## src/rtl/vga_draw_arbiter.sv

```systemverilog
// Round-robin owner of the single VGA adapter write port shared by several draw engines.
// The granted engine's pixel stream is forwarded combinationally while the arbiter is in DRAW.
module vga_draw_arbiter #(
  parameter int NREQ    = 4,
  parameter int TIMEOUT = 20000,
  parameter int CW      = 16
) (
  input  logic              clock,
  input  logic              resetn,
  input  logic [NREQ-1:0]   req,
  input  logic [NREQ-1:0]   finish,
  input  logic [NREQ-1:0]   plot_in,
  input  logic [8*NREQ-1:0] x_in,
  input  logic [7*NREQ-1:0] y_in,
  input  logic [3*NREQ-1:0] colour_in,
  output logic [NREQ-1:0]   start,
  output logic [NREQ-1:0]   grant,
  output logic              plot,
  output logic [7:0]        x,
  output logic [6:0]        y,
  output logic [2:0]        colour,
  output logic              busy,
  output logic              timeout_err,
  output logic [1:0]        dbg_state
);

  localparam int IW = $clog2(NREQ);

  typedef enum logic [1:0] {S_IDLE, S_START, S_DRAW, S_RELEASE} state_t;

  state_t          state_q;
  logic [IW-1:0]   g_q;
  logic [IW-1:0]   last_q;
  logic [CW-1:0]   wd_q;
  logic [NREQ-1:0] grant_q;
  logic [NREQ-1:0] start_q;
  logic            terr_q;

  logic [IW-1:0]   pick_d;
  logic            pick_vld_d;
  logic            fin_sel;
  logic            plot_sel;
  logic [7:0]      x_sel;
  logic [6:0]      y_sel;
  logic [2:0]      c_sel;
  logic            draw;

  // Round-robin scan starts just past the last engine served.
  always_comb begin
    logic [IW-1:0] idx;
    idx        = '0;
    pick_vld_d = 1'b0;
    pick_d     = '0;
    for (int k = 1; k <= NREQ; k++) begin
      idx = IW'((int'(last_q) + k) % NREQ);
      if (!pick_vld_d && req[idx]) begin
        pick_vld_d = 1'b1;
        pick_d     = idx;
      end
    end
  end

  always_comb begin
    fin_sel  = 1'b0;
    plot_sel = 1'b0;
    x_sel    = '0;
    y_sel    = '0;
    c_sel    = '0;
    for (int i = 0; i < NREQ; i++) begin
      if (g_q == IW'(i)) begin
        fin_sel  = finish[i];
        plot_sel = plot_in[i];
        x_sel    = x_in[8*i +: 8];
        y_sel    = y_in[7*i +: 7];
        c_sel    = colour_in[3*i +: 3];
      end
    end
  end

  // Handshake: an engine holds req (level); the arbiter answers with a one-cycle
  // start pulse; the engine ends its grant with a one-cycle finish pulse.
  always_ff @(posedge clock or negedge resetn) begin
    if (!resetn) begin
      state_q <= S_IDLE;
      g_q     <= '0;
      last_q  <= IW'(NREQ-1);
      wd_q    <= '0;
      grant_q <= '0;
      start_q <= '0;
      terr_q  <= 1'b0;
    end else begin
      start_q <= '0;
      terr_q  <= 1'b0;
      case (state_q)
        S_IDLE: begin
          if (pick_vld_d) begin
            g_q     <= pick_d;
            grant_q <= NREQ'(1) << pick_d;
            start_q <= NREQ'(1) << pick_d;
            state_q <= S_START;
          end
        end
        S_START: begin
          wd_q    <= '0;
          state_q <= S_DRAW;
        end
        S_DRAW: begin
          wd_q <= wd_q + CW'(1);
          if (fin_sel) begin
            grant_q <= '0;
            state_q <= S_RELEASE;
          end else if (wd_q == CW'(TIMEOUT-1)) begin
            grant_q <= '0;
            terr_q  <= 1'b1;
            state_q <= S_RELEASE;
          end
        end
        S_RELEASE: begin
          last_q  <= g_q;
          state_q <= S_IDLE;
        end
        default: state_q <= S_IDLE;
      endcase
    end
  end

  assign draw        = (state_q == S_DRAW);
  assign plot        = draw & plot_sel;
  assign x           = draw ? x_sel : '0;
  assign y           = draw ? y_sel : '0;
  assign colour      = draw ? c_sel : '0;
  assign start       = start_q;
  assign grant       = grant_q;
  assign busy        = (state_q != S_IDLE);
  assign timeout_err = terr_q;
  assign dbg_state   = state_q;

endmodule

```

## config.mk

```make
export PLATFORM = sky130hd
export DESIGN_NAME = vga_draw_arbiter
export DESIGN_NICKNAME = d
export VERILOG_FILES = /design/src/rtl/vga_draw_arbiter.sv
export SDC_FILE = /design/constraint.sdc
export NUM_CORES = 1
export LEC_CHECK = 0
export CORE_AREA = 2 2 70 85
export CTS_BUF_LIST = sky130_fd_sc_hd__clkbuf_8
export DETAILED_ROUTE_END_ITERATION = 8
export DIE_AREA = 0 0 72 87
export PLACE_DENSITY = 0.91
export SYNTH_ARGS = -nofsm -noshare
export SYNTH_HDL_FRONTEND = slang
export SYNTH_SLANG_ARGS = --single-unit
```

## constraint.sdc

```tcl
create_clock -name clock -period 3 [get_ports clock]
set_input_delay 0.45 -clock clock [delete_from_list [all_inputs] [get_ports clock]]
set_output_delay 0.45 -clock clock [all_outputs]
set_load 0.02 [all_outputs]
```

## After elaboration in Yosys (flattened, before gate mapping)

Index checks and enable logic that the tools add are counted.

| word-level totals | value |
|---|---|
| flip-flop bits (word level) | 31 |
| latch bits | 0 |
| RAM bits | 0 |
| memory bits (read-only) | 0 |
| bits of input ports | 86 |
| output and inout bits | 31 |
| logic and storage cells | 94 |
| memories | 0 |

| cells by class | value |
|---|---|
| $add $sub $neg | 5 |
| multiply operators | 0 |
| div/mod/pow operators | 0 |
| $lt $le $gt $ge | 4 |
| equality and inequality tests | 9 |
| shifts and indexed selects | 1 |
| muxes and demuxes | 53 |
| bitwise operators | 1 |
| reduce and logical (&&, ||, !) cells | 14 |

Operators with widths:

| cell | number |
|---|---|
| $mux 8 | 5 |
| $mux 7 | 5 |
| $pmux 16 s2 | 1 |
| $mux 4 | 5 |
| $mux 1 | 19 |
| $add 16x1->16 const B | 1 |
| $eq 16x15->1 const B | 1 |
| $mux 3 | 5 |
| $mux 2 | 7 |
| $lt 2x3->1 const B | 4 |
| $bmux 1 s2 | 4 |
| $eq 2x2->1 const B | 4 |
| $pmux 2 s4 | 1 |
| $pmux 4 s2 | 1 |
| $reduce_bool 2->1 | 3 |
| $add 2x1->2 const B | 2 |
| $add 2x2->2 const B | 2 |
| $eq 2x1->1 const B | 2 |
| $logic_not 2->1 | 2 |
| $reduce_and 2->1 | 2 |
| $shl 1x2->4 const A | 1 |
| $logic_and 1x1->1 | 3 |
| $logic_not 1->1 | 3 |
| $ne 3x2->1 const B | 1 |
| other kinds (3) | 3 |

## Logic depth before layout (Yosys ltp)

| depth | value |
|---|---|
| word-level depth | 16 |
| gate-level depth with buffers | 8 |
| gate-level depth less buffers | 7 |

## Worst setup path after synthesis

OpenSTA, ideal clock, no wires.

| timing path | value |
|---|---|
| kind | register -> output |
| start point | reg g_q[0] |
| end point | out plot |
| arrival | 1.832 ns |
| setup slack | 0.718 ns |
| stages on the path, launching flop included | 5 |
| path buffers | 2 |
| cell sequence | dfrtp_1 clkbuf_1 buf_1 mux4_2 and2_1 |

| on the way | value |
|---|---|
| longest elaborated chain between the ends | 6 |
| elaborated cells between the ends (all ways) | 9 |
| those cells by class | eq/ne (3); mux (4); bitwise (1); reduce/logical (1) |

Ends and longest elaborated chain:

| what | line | RTL |
|---|---|---|
| start, declared | 32 | `logic [IW-1:0] g_q;` |
| start signal, assigned | 97 | `g_q <= pick_d;` |
| $logic_not 2->1 | 70 | `if (g_q == IW'(i)) begin` |
| $mux 1 (3 in series) | 70 |  |
| $mux 1 * | 70 |  |
| $and 1x1->1 * | 128 | `assign plot = draw & plot_sel;` |
| end, declared | 18 | `output logic plot,` |

Every way passes the cells marked *; elsewhere a longest branch is shown, timed or not.

## Worst setup path in the final report

| timing path | value |
|---|---|
| start point | reg state_q[0], in the netlist dbg_state[0] |
| end point | out plot |

| on the way | value |
|---|---|
| longest elaborated chain between the ends | 2 |

Ends and longest elaborated chain:

| what | line | RTL |
|---|---|---|
| start, declared | 31 | `state_t state_q;` |
| start signal, assigned | 84 | `state_q <= S_IDLE;` |
| start signal, assigned | 100 | `state_q <= S_START;` |
| start signal, assigned | 105 | `state_q <= S_DRAW;` |
| $eq 2x2->1 | 127 | `assign draw = (state_q == S_DRAW);` |
| $and 1x1->1 | 128 |  |

No other way between the ends.

==> metrics.md <==
| Metric | Value |
|---|---|
| Via density | `5.24` |
| Post-layout worst setup margin | `0.189 ns` |
| TritonCTS clock tree | `built` |
| Fin crit period | `2.81 ns` |
| CTS Sinks | `31` |
| Total of max-cap violations | `0` |
| Hold Crit Class | `register to register` |
| Yosys Warn Count | `0` |
| Critical path type | `register to output port` |
| Residual DRC count | `0` |
| Element type at the critical path end | `output port` |
| Setup tns final | `0 ns` |
| Core box area | `0.00552 mm²` |
| Netlist cell types | `41` |
| GRT Total Usage | `0.198` |
| Number of global-route vias before repair | `1992` |
| Setup Slack @ Placement | `0.455 ns` |
| Period utilisation layout | `0.937` |
| Register area share after synthesis | `0.365` |
| FP Rows | `30` |
| Synth Flop Type | `dfrtp_1` |
| Cell Area, Placed | `0.00337 mm²` |
| CTS Hold Bufs | `0` |
| Post-route ant nets | `0` |
| Max-slew headroom | `0.437` |
| Chip Width | `72 µm` |
| Top-area cell type share of the netlist area | `0.340` |
| WP data required | `2.55 ns` |
| # resized after CTS | `0` |
| Final setup fails | `0` |
| Power, Total | `2.56 mW` |
| Initial core utilization | `0.387` |
| Total wire length | `6.04 mm` |
| Met3 Resource Use GR | `0.0590` |
| H-tree depth | `2` |
| Layout cells sized above 1 | `0.140` |
| Nets@finish | `403` |
| Clk_skew | `0.00178 ns` |
| Most frequent cells in the layout | `clkdlybuf4s50_1, dfrtp_1, nand2_1, mux4_2, and2_1` |
| # port buffers | `116` |
| Global placement routability congestion | `0.785` |
| Worst Path Arrival | `2.36 ns` |
| WL per Instance | `16.0 µm` |
| Unrepaired setup endpoints after global routing | `false` |
| Status | `completed` |
| First-pass GRT wire length | `9.48 mm` |
| Largest net degree at the start of global routing | `32` |
| Iteration-0 DRC Markers | `129` |
| P_leak | `1.40 nW` |
| Ys async rst share | `1.00` |
| Post-DP HPWL | `4.94 mm` |
| Final hold violations | `0` |
| DRT Pass-1 Iters | `4` |
| Initial antenna violation count | `0` |
| Vias | `1979` |
| Setup Buffers After CTS | `0` |
| Actual slew at the worst max-slew pin | `0.845 ns` |
| Reg clk slew, reported paths | `0.06 ns` |
| CP max FO | `29` |
| Layout area overhead | `61.8%` |
| Fill cells | `437` |
| Fin util | `0.626` |
| Gr busiest metal | `met2` |
| Die Area | `0.00626 mm²` |
| Cell area after synthesis | `0.00213 mm²` |
| Total power density per cell area | `742 mW/mm²` |
| Final Slew Violations | `0` |
| Die Y | `87 µm` |
| Clk buf depth | `2` |
| Peak Freq | `356 MHz` |
| Flops & latches, synth | `31` |
| Met1 usage | `0.212` |
| N_diodes | `0` |
| Crit path launch type | `register` |
| VDD IR max | `0.368 mV` |
| Final instance area | `0.00345 mm²` |
| CTS root buffer | `clkbuf_8` |
| Yosys top cell by area | `dfrtp_1` |
| Gr ovfl total | `0` |
| Met2 global-route usage | `0.363` |
| Syn Area/Cell | `10.8 µm²` |
| Post-Synthesis Net Count | `287` |
| Worst skew pair latency | `0.28 ns` |
| EDFF count, synth | `0` |
| I/O pin count | `117` |
| Most area-consuming cells after synthesis | `dfrtp_1, mux4_2, and2_1, nand2_1, nor2_1` |
| Gate count after technology mapping | `197` |
| Most common cell after layout, fill and taps aside | `clkdlybuf4s50_1` |
| TritonCTS buffer count | `5` |
[layout make-up]
cell class	count	area, µm²	share of cell area
tap	64	80.1	0.0232
sequential	31	778	0.225
timing repair buffer	119	1200	0.347
clock inverter	3	11.3	0.00326
clock buffer	5	68.8	0.0199
multi-input combinational	151	1300	0.376
inverter	5	18.8	0.00544
[worst max-delay path: stages, from the launching register on]
cell             delay, ns
dfrtp_1               0.41
inv_1                 0.10
ha_1                  0.71
and2_1                0.24
clkdlybuf4s50_1       0.61
[path summary, 6_finish.rpt]
| check | from | end | slack (ns) | cells after the start |
|---|---|---|---|---|
| worst max-delay path | dbg_state[0]$_DFFE_PN0P_ | plot | 0.19 | 4 |
| worst min-delay path | wd_q[0]$_DFFE_PN0P_ | wd_q[0]$_DFFE_PN0P_ | 0.52 | 1 |
| worst max register to register | wd_q[12]$_DFFE_PN0P_ | grant[3]$_DFFE_PN0P_ | 0.63 | 5 |
| worst min register to register | wd_q[0]$_DFFE_PN0P_ | wd_q[0]$_DFFE_PN0P_ | 0.52 | 1 |
| max in group asynchronous | resetn | last_q[1]$_DFFE_PN1N_ | 2.12 | 2 |
| min in group asynchronous | resetn | start[3]$_DFF_PN0_ | 0.56 | 2 |
[sequential cells by signal, summed over array words and instances, names as in the netlist]
| signal | cells |
|---|---|
| start | 4 |
| timeout_err | 1 |
| wd_q | 16 |
| grant | 4 |
| dbg_state | 2 |
| last_q | 2 |
| g_q | 2 |
[metrics by stage]
stage          std cells  hold slack [ns]
2_1_floorplan        197            0.154
3_3_place_gp         370            0.492
3_5_place_dp         370            0.501
4_1_cts              378            0.515
5_1_grt              378            0.522
6_report             378            0.516
[Yosys cell counts, types with 2 or more instances]
cell      number
dfrtp_1       29
mux2_2         5
nor3_1         3
dfstp_2        2
o31ai_1        2
buf_1          3
o21ai_0        4
nand2b_1       5
xor2_1         6
nor4_1         3
and2_1        19
nand2_1       19
inv_1          5
clkbuf_1       7
nor2b_1        4
mux2i_1        2
nor2_1        17
nand4_1        3
nand3_1        9
ha_1           4
a21oi_1        2
xnor2_1        5
mux2_4         3
mux4_2        19
[kinds of logic (layout without fill, tap and decap cells)]
| logic type | count (synthesis) | in the layout | synth area share |
|---|---|---|---|
| AO/OA/AOI/OAI | 15 | 15 | 0.0540 |
| adder cells (fa/ha/maj) | 4 | 4 | 0.0235 |
| multiplexers | 29 | 29 | 0.257 |
| AND/OR/NAND/NOR | 92 | 92 | 0.229 |
| flip-flops | 31 | 31 | 0.365 |
| buffers and inverters | 15 | 132 | 0.0264 |
| XOR/XNOR | 11 | 11 | 0.0452 |
[where the power goes]
part	leakage, nW	total [mW]	internal [mW]	switching, mW
combinational	0.933	1.68	0.897	0.783
sequential	0.414	0.586	0.516	0.0698
clock	0.0519	0.295	0.154	0.141
total	1.40	2.56	1.57	0.994
[metal layers]
metal / share of wire / wire length, µm
met1: 0.37 / 2220
met4: 0.025 / 149
met2: 0.53 / 3220
met5: 0 / 0
met3: 0.074 / 450
Power figures use the tool's default switching activity.
